$ cat config.mk
export PLATFORM = sky130hd
export DESIGN_NAME = csm_port_master
export DESIGN_NICKNAME = d
export VERILOG_FILES = /design/src/rtl/csm_port_master.sv
export SDC_FILE = /design/constraint.sdc
export NUM_CORES = 1
export LEC_CHECK = 0
export ABC_AREA = 1
export BUFFER_PORTS_ARGS = -buffer_cell sky130_fd_sc_hd__clkbuf_2
export CORE_ASPECT_RATIO = 0.7
export CORE_MARGIN = 2
export CORE_UTILIZATION = 48
export CTS_CLUSTER_SIZE = 24
export DETAILED_ROUTE_END_ITERATION = 12
export PLACE_DENSITY_LB_ADDON = 0.05
export RECOVER_POWER = 25
export SKIP_LAST_GASP = 1
export SLEW_MARGIN = 20
export SYNTH_ARGS = -nofsm -noshare
export SYNTH_HDL_FRONTEND = slang
export SYNTH_SLANG_ARGS = --single-unit
$ cat constraint.sdc
create_clock -name clk -period 1.7 [get_ports clk]
set_input_delay 0.17 -clock clk [delete_from_list [all_inputs] [get_ports clk]]
set_output_delay 0.17 -clock clk [all_outputs]
set_load 0.01 [all_outputs]
$ cat src/rtl/csm_port_master.sv
// csm_port_master
// Requester-side engine for one port of the CSM shared-memory block. Takes one
// read/write command at a time from a local client, runs hold/grant, address
// phase, data phase, ack/err capture and release, and returns one response.
//
// Ports
//   clk, reset                  clock, synchronous active-high reset
//   cmd_valid/cmd_ready         command handshake
//   cmd_rw/addr/wdata/keep      command fields (keep = hold lock for next cmd)
//   rsp_valid                   one-cycle response strobe
//   rsp_rdata/err/timeout       response fields, valid with rsp_valid
//   csm_in_AD/rw/enable         multiplexed address/data phase outputs
//   csm_hold/csm_release        lock request and one-cycle unlock pulse
//   csm_out_data/err/ack        CSM read data, error code, grant/phase ack
module csm_port_master #(
    parameter int ADDR_W  = 8,
    parameter int DATA_W  = 8,
    parameter int AD_W    = 8,
    parameter int TIMEOUT = 16
) (
    input  logic              clk,
    input  logic              reset,
    input  logic              cmd_valid,
    output logic              cmd_ready,
    input  logic              cmd_rw,
    input  logic [ADDR_W-1:0] cmd_addr,
    input  logic [DATA_W-1:0] cmd_wdata,
    input  logic              cmd_keep,
    output logic              rsp_valid,
    output logic [DATA_W-1:0] rsp_rdata,
    output logic [1:0]        rsp_err,
    output logic              rsp_timeout,
    output logic [AD_W-1:0]   csm_in_AD,
    output logic              csm_rw,
    output logic              csm_enable,
    output logic              csm_hold,
    output logic              csm_release,
    input  logic [DATA_W-1:0] csm_out_data,
    input  logic [1:0]        csm_err,
    input  logic              csm_ack
);

    localparam int CW = $clog2(TIMEOUT + 1);

    typedef enum logic [2:0] {IDLE, REQ, ADDR, DATA, RESP, REL} state_t;

    state_t            state;
    logic [CW-1:0]     cnt;
    logic              rw_q;
    logic [ADDR_W-1:0] addr_q;
    logic [DATA_W-1:0] wdata_q;
    logic              keep_q;

    wire cnt_expire = (cnt == CW'(TIMEOUT - 1));

    // Every output is written alongside the state it belongs to, so the
    // registered outputs always reflect the state register.
    always_ff @(posedge clk) begin
        if (reset) begin
            state       <= IDLE;
            cnt         <= '0;
            rw_q        <= 1'b0;
            addr_q      <= '0;
            wdata_q     <= '0;
            keep_q      <= 1'b0;
            cmd_ready   <= 1'b1;
            rsp_valid   <= 1'b0;
            rsp_rdata   <= '0;
            rsp_err     <= 2'b00;
            rsp_timeout <= 1'b0;
            csm_in_AD   <= '0;
            csm_rw      <= 1'b0;
            csm_enable  <= 1'b0;
            csm_hold    <= 1'b0;
            csm_release <= 1'b0;
        end else begin
            cmd_ready   <= 1'b0;
            rsp_valid   <= 1'b0;
            csm_release <= 1'b0;
            csm_enable  <= 1'b0;
            csm_rw      <= 1'b0;
            csm_in_AD   <= '0;
            case (state)
                IDLE: begin
                    if (cmd_valid) begin
                        rw_q        <= cmd_rw;
                        addr_q      <= cmd_addr;
                        wdata_q     <= cmd_wdata;
                        keep_q      <= cmd_keep;
                        rsp_rdata   <= '0;
                        rsp_err     <= 2'b00;
                        rsp_timeout <= 1'b0;
                        cnt         <= '0;
                        csm_hold    <= 1'b1;
                        state       <= REQ;
                    end else begin
                        cmd_ready <= 1'b1;
                    end
                end
                REQ: begin
                    if (csm_ack) begin
                        csm_hold   <= 1'b1;
                        csm_enable <= 1'b1;
                        csm_rw     <= rw_q;
                        csm_in_AD  <= AD_W'(addr_q);
                        state      <= ADDR;
                    end else if (cnt_expire) begin
                        // Grant never came: report and release without a data phase.
                        cnt         <= CW'(TIMEOUT);
                        rsp_timeout <= 1'b1;
                        rsp_err     <= 2'b11;
                        rsp_valid   <= 1'b1;
                        csm_hold    <= 1'b0;
                        state       <= RESP;
                    end else begin
                        if (cnt != CW'(TIMEOUT)) cnt <= cnt + CW'(1);
                        csm_hold <= 1'b1;
                    end
                end
                ADDR: begin
                    cnt        <= '0;
                    csm_hold   <= 1'b1;
                    csm_enable <= 1'b1;
                    csm_rw     <= rw_q;
                    csm_in_AD  <= rw_q ? '0 : AD_W'(wdata_q);
                    state      <= DATA;
                end
                DATA: begin
                    if (csm_ack) begin
                        rsp_err   <= csm_err;
                        if (rw_q) rsp_rdata <= csm_out_data;
                        rsp_valid <= 1'b1;
                        csm_hold  <= 1'b1;
                        cmd_ready <= keep_q;  // open for a chained command
                        state     <= RESP;
                    end else if (cnt_expire) begin
                        cnt         <= CW'(TIMEOUT);
                        rsp_timeout <= 1'b1;
                        rsp_err     <= 2'b11;
                        rsp_valid   <= 1'b1;
                        csm_hold    <= 1'b0;
                        state       <= RESP;
                    end else begin
                        if (cnt != CW'(TIMEOUT)) cnt <= cnt + CW'(1);
                        csm_hold   <= 1'b1;
                        csm_enable <= 1'b1;
                        csm_rw     <= rw_q;
                        csm_in_AD  <= rw_q ? '0 : AD_W'(wdata_q);
                    end
                end
                RESP: begin
                    // cmd_ready here already encodes keep && !timeout.
                    if (cmd_ready && cmd_valid) begin
                        rw_q        <= cmd_rw;
                        addr_q      <= cmd_addr;
                        wdata_q     <= cmd_wdata;
                        keep_q      <= cmd_keep;
                        rsp_rdata   <= '0;
                        rsp_err     <= 2'b00;
                        rsp_timeout <= 1'b0;
                        csm_hold    <= 1'b1;
                        csm_enable  <= 1'b1;
                        csm_rw      <= cmd_rw;
                        csm_in_AD   <= AD_W'(cmd_addr);
                        state       <= ADDR;
                    end else begin
                        csm_hold    <= 1'b0;
                        csm_release <= 1'b1;
                        state       <= REL;
                    end
                end
                REL: begin
                    csm_hold  <= 1'b0;
                    cmd_ready <= 1'b1;
                    state     <= IDLE;
                end
                default: begin
                    csm_hold  <= 1'b0;
                    cmd_ready <= 1'b1;
                    state     <= IDLE;
                end
            endcase
        end
    end

endmodule

==> impl_metrics.csv, run 1 <==
group,metric,value,unit
global_routing,antenna_found_initial,0,
global_routing,grt_pass1_vias,2214,
sta,slew_violations,0,
detailed_routing,drc,0,
die,floorplan.initialDensity,51.2,%
sta,worst_pin_slew,0.398,ns
critical_path,cp_max_fo,8,
layout,final_cells,494,
yosys,ys_async_sr_fraction,0,%
yosys,synth_edf_count,0,
place,placed_cell_area,0.00293,mm2
global_routing,top_usage_layer,"met2",
global_routing,grt_max_degree,27,
die,die-area,0.00581,mm2
yosys,yosysWarnings,0,
detailed_routing,vias_per_cell,5.08,
yosys,netlist_top_cells_count,"nand2_1 (105), dfxtp_1 (51), inv_1 (37)",
yosys,syn-num-nets,392,
yosys,synthTopCellsByArea,"dfxtp_1 (41%), nand2_1 (16%), nand4_1 (6.5%)",
yosys,synth_area_per_cell,7.02,um2
sta,timing.final.ws_setup,0.0798,ns
pwr,internal-power,1.88,mW
critical_path,crit_arrival,1.83,ns
sta,fmax,0.617,GHz
yosys,seq_area_frac_synth,40.8,%
detailed_routing,vias,2511,
yosys,synthFlopType,"dfxtp_1",
global_routing,overflow,0,
clocking,clock-sinks,51,
clocking,htree_levels,2,
clocking,clock_tree.buffer_depth,2,
critical_path,crit_path_top_delay_cell,"dfxtp_4",
clocking,cts_tree,"done",
global_routing,use_met3,4.72,%
detailed_routing,wl_per_cell,12.6,um
layout,syn_to_final_growth,23.6,%
die,fp.dieW,90.3,um
layout,post-route-util,63.2,%
sta,fin_worst_skew,0.0123,ns
pwr,p_leak,1.47,nW
place,hpwl,4420,um
layout,antenna_cells,0,
critical_path,crit_path_end_kind,"flop",
global_routing,grt_use_met1,31.4,%
die,core-area,0.00489,mm2
sta,finalHoldViolations,0,
pwr,comb_power_share,24.2,%
yosys,syn_area,0.00250,mm2
detailed_routing,drt_first_pass_iters,4,
critical_path,cp-start-kind,"flop",
place,placedCellCount,485,
pwr,ir_drop,0.505,mV
critical_path,cp_num_buf_inv,2,
layout,drive_above_1_share,23.1,%
pwr,seqPwrFrac,49.2,%
critical_path,cpMostUsedCell,"nor2_4",
yosys,synth.top_cell.area_share,40.8,%
critical_path,worstSetupPathType,"flop to flop",
place,place.port_buffers,56,
yosys,synth-seq-cells,51,
sta,fin_crit_sh,95.3,%
clocking,numCtsBuffers,5,
die,row_count,21,
layout,final_cell_area,0.00309,mm2
pwr,p_sw,939,uW
global_routing,grtUsageTotal,22.0,%
flow_run,maxCapViolations,0,
clocking,root_buffer,"clkbuf_8",
detailed_routing,wirelength,6240,um
sta,slew_headroom,73.4,%
pwr,p_total,2.82,mW
detailed_routing,first_iter_violations,158,
pwr,p_sw_share,33.3,%
pwr,p_clk_share,26.6,%
layout,fin_nets,460,
pwr,powerDensity,912,mW/mm2
global_routing,met2_usage,32.8,%
place,gp_congestion,0.919,
die,die_h,64.4,um
critical_path,max_stage_delay,0.37,ns
sta,setup_viol,0,
yosys,synth_largest_area_cell,"dfxtp_1",
clocking,clock_latency,0.32,ns
sta,finalSetupTns,0,ns
critical_path,crit_chain,"ha_4, nand2_2, nor2_4, ha_2, inv_2, nand3_4, nor2_4, nor2_2, buf_4, o21ai_1, nor2_1",
place,pre_cts_ws,-0.0572,ns
sta,fin_crit,1.62,ns
critical_path,critical_path.top_delay_family,"simple AND/OR/NAND/NOR gates",
die,pin_count,57,
yosys,yosysUniqueCellTypes,27,
global_routing,grt_pass1_wl,10400,um
yosys,syn_inst,356,
outcome,outcome,"completed",
sta,hold_ws,0.0961,ns
clocking,cts.clk_slew.worst_paths,0.11,ns
detailed_routing,antenna_left,0,
yosys,yosys.cell_count.top_type,"nand2_1",
critical_path,crit_required,1.91,ns
worst_hold_path,hold_path_class,"input port to flop",
-- cell type report --
type	instances	area, um2
Clock inverter	3	28.8
Sequential cell	51	1030
Fill cell	478	1800
Clock buffer	5	68.8
Tap cell	69	86.3
Multi-Input combinational cell	247	1280
Inverter	40	150
Timing Repair Buffer	79	445
-- worst paths after layout --
path,end,startpoint,slack [ns],depth (start not counted)
worst max-delay path,cnt[3],cnt[1],0.08,11
worst min-delay path,wdata_q[3],cmd_wdata[3],0.1,3
worst max register to register,cnt[3],cnt[1],0.08,11
worst min register to register,addr_q[4],addr_q[4],0.47,2
-- cells by family (layout without fill, tap and decap cells) --
kind of cell,Yosys count,count (layout),synth area share (%)
AO/OA/AOI/OAI,42,42,9.46
adder cells (fa/ha/maj),4,4,2.00
buffers and inverters,58,127,10.7
flip-flops,51,51,40.8
AND/OR/NAND/NOR,201,201,37.0
-- power by group through the flow --
stage / clock (mW) / sequential, mW / combinational, mW
3_5_place_dp: 0 / 1.40 / 0.661
5_1_grt: 0.833 / 1.40 / 0.763
6_report: 0.751 / 1.39 / 0.682
3_3_place_gp: 0 / 1.40 / 0.652
2_1_floorplan: 0 / 1.41 / 0.438
4_1_cts: 0.773 / 1.38 / 0.666
-- sequential cells by signal, summed over array words and instances (netlist names) --
name and count:
csm_hold 1, keep_q 1, rw_q 1, rsp_err 2, rsp_timeout 1, cmd_ready 1, csm_release 1, csm_in_AD 8
state 3, cnt 5, rsp_valid 1, wdata_q 8, csm_enable 1, rsp_rdata 8, csm_rw 1, addr_q 8
-- worst reg2reg max path, stage by stage (launching register included) --
cell     delay [ns]
dfxtp_4        0.37
ha_4           0.16
nand2_2        0.09
nor2_4         0.05
ha_2           0.18
inv_2          0.10
nand3_4        0.09
nor2_4         0.13
nor2_2         0.05
buf_4          0.16
o21ai_1        0.12
nor2_1         0.05
-- routing by layer --
metal,vias up,share of wire [%]
li1,1292,-
met1,1132,50
met2,77,42
met3,10,6.4
met4,0,1.6
met5,-,0
-- placed cells by master (no fill, tap or decap), drive strengths merged --
cell / count
o31ai: 1
inv: 40
a21oi: 25
nand4: 26
nand2: 106
o21ai: 6
nand3: 29
o22ai: 1
clkinv: 3
buf: 23
dfxtp: 51
nor2: 37
ha: 4
nor3: 1
a21boi: 9
or2: 2
clkbuf: 61
-- timing repair --
action	4_1_cts	5_1_grt
hold endpoints to repair	0	0
pin swaps	1	3
hold buffers	0	0
resized for setup	3	21
cloned	0	0
setup endpoints to repair	14	28
buffers inserted	0	1
No activity file was read; power rests on OpenSTA's default activity.
==> inputs of run 2 (changes only) <==
--- a/config.mk
+++ b/config.mk
@@ -13,7 +13,6 @@
 export CTS_CLUSTER_SIZE = 24
 export DETAILED_ROUTE_END_ITERATION = 12
 export PLACE_DENSITY_LB_ADDON = 0.05
-export RECOVER_POWER = 25
 export SKIP_LAST_GASP = 1
 export SLEW_MARGIN = 20
 export SYNTH_ARGS = -nofsm -noshare
==> impl_metrics.csv, run 2 (synthesized netlist as in run 1, its figures left out) <==
group,metric,value,unit
place,hpwl,4420,um
sta,fin_crit_sh,95.2,%
sta,worst_pin_slew,0.401,ns
detailed_routing,drt_first_pass_iters,4,
sta,fin_crit,1.62,ns
detailed_routing,antenna_left,0,
layout,antenna_cells,0,
critical_path,cp_max_fo,8,
layout,fin_nets,460,
global_routing,grt_pass1_wl,10400,um
place,place.port_buffers,56,
layout,syn_to_final_growth,24.6,%
detailed_routing,vias_per_cell,5.03,
place,pre_cts_ws,-0.0572,ns
outcome,outcome,"completed",
die,floorplan.initialDensity,51.2,%
detailed_routing,wl_per_cell,12.5,um
die,die_h,64.4,um
clocking,clock_tree.buffer_depth,2,
global_routing,grtUsageTotal,22.0,%
clocking,root_buffer,"clkbuf_8",
die,pin_count,57,
layout,multiInputGateArea,0.00128,mm2
critical_path,max_stage_delay,0.37,ns
sta,finalHoldViolations,0,
critical_path,cpMostUsedCell,"nor2_4",
pwr,ir_drop,0.503,mV
clocking,numCtsBuffers,5,
clocking,clock-sinks,51,
detailed_routing,wirelength,6190,um
detailed_routing,first_iter_violations,151,
sta,timing.final.ws_setup,0.0816,ns
pwr,p_leak,1.53,nW
critical_path,crit_chain,"ha_4, nand2_2, nor2_4, ha_2, inv_2, nand3_4, nor2_4, nor2_2, buf_4, o21ai_1, nor2_1",
layout,layout_commonest_cell,"nand2_1",
critical_path,crit_arrival,1.83,ns
critical_path,cp_num_buf_inv,2,
die,row_count,21,
sta,fin_worst_skew,0.0114,ns
clocking,htree_levels,2,
die,die-area,0.00581,mm2
place,placedCellCount,485,
clocking,clock_latency,0.32,ns
critical_path,crit_path_end_kind,"flop",
global_routing,grt_max_degree,27,
layout,final_cells,494,
sta,setup_viol,0,
pwr,powerDensity,906,mW/mm2
global_routing,grt_pass1_vias,2214,
layout,seq_area,0.00103,mm2
detailed_routing,vias,2487,
clocking,cts_tree,"done",
die,fp.dieW,90.3,um
worst_hold_path,hold_path_class,"input port to flop",
global_routing,antenna_found_initial,0,
layout,fillCellCount,471,
sta,fmax,0.618,GHz
flow_run,maxCapViolations,0,
critical_path,crit_path_top_delay_cell,"dfxtp_4",
clocking,cts.clk_slew.worst_paths,0.11,ns
layout,layout_common_cells,"nand2_1 (102), clkbuf_2 (56), dfxtp_1 (48), inv_1 (36), nor2_1 (30)",
place,gp_congestion,0.919,
layout,drive_above_1_share,27.5,%
global_routing,overflow,0,
sta,slew_headroom,73.2,%
critical_path,cp-start-kind,"flop",
detailed_routing,drc,0,
critical_path,worstSetupPathType,"flop to flop",
clocking,cts_hold_buffers,0,
die,core-area,0.00489,mm2
critical_path,crit_required,1.91,ns
sta,slew_violations,0,
critical_path,critical_path.top_delay_family,"simple AND/OR/NAND/NOR gates",
==> run 2: cell counts in the layout (fill, tap and decap cells not counted) <==
Identical to the previous run, type by type.
==> run 2: final timing paths <==
| path | start | to | slack (ns) | cells past startpoint |
|---|---|---|---|---|
| setup / recovery | cnt[1] | cnt[3] | 0.08 | 11 |
| hold / removal | cmd_wdata[3] | wdata_q[3] | 0.1 | 3 |
| setup reg to reg | cnt[1] | cnt[3] | 0.08 | 11 |
| hold reg to reg | addr_q[4] | addr_q[4] | 0.47 | 2 |
==> run 2: cell type report <==
class,count,share of cell area [%]
multi-input cells,247,41.2
clock inverters,3,0.924
repair buffers,79,15.1
inverters,40,4.82
clock buffers,5,2.21
flip-flops and latches,51,33.0
well taps,69,2.77
==> run 2: stage by stage <==
stage	utilization, %	TNS, ns	instance area [um2]	hold WS (ns)	power [mW]
floorplan	-	0	2500	0.239	1.84
global placement	59.9	-0.0213	2930	0.427	2.06
detailed placement	59.9	-0.534	2930	0.439	2.07
CTS	62.0	0	3030	0.0967	2.82
global route	63.7	-0.00343	3110	0.101	3.00
finish	63.7	0	3110	0.0991	2.82
==> run 2: metal layers <==
| layer | global-route usage, % | up-vias | wire length (um) |
|---|---|---|---|
| li1 | - | 1286 | - |
| met1 | 31.4 | 1132 | 3100 |
| met2 | 32.8 | 63 | 2680 |
| met3 | 4.72 | 6 | 340 |
| met4 | 7.88 | 0 | 59 |
| met5 | 0 | - | 0 |
==> run 2: tightest hold or removal path, delay by kind of cell <==
| kind | cells | cell delay, ns |
|---|---|---|
| buffers and inverters | 1 | 0.08 |
| AND/OR/NAND/NOR | 1 | 0.07 |
| AO/OA/AOI/OAI | 1 | 0.06 |
==> run 2: repair_timing <==
action,4_1_cts,5_1_grt
setup endpoints to repair,14,28
gates resized for setup,3,21
setup buffers,0,1
pin swaps,1,3
==> run 2: power by group <==
group	total [mW]	switching, mW	internal (mW)
sequential	1.39	0.0789	1.31
combinational	0.687	0.413	0.274
clock	0.749	0.443	0.306
total	2.82	0.935	1.89
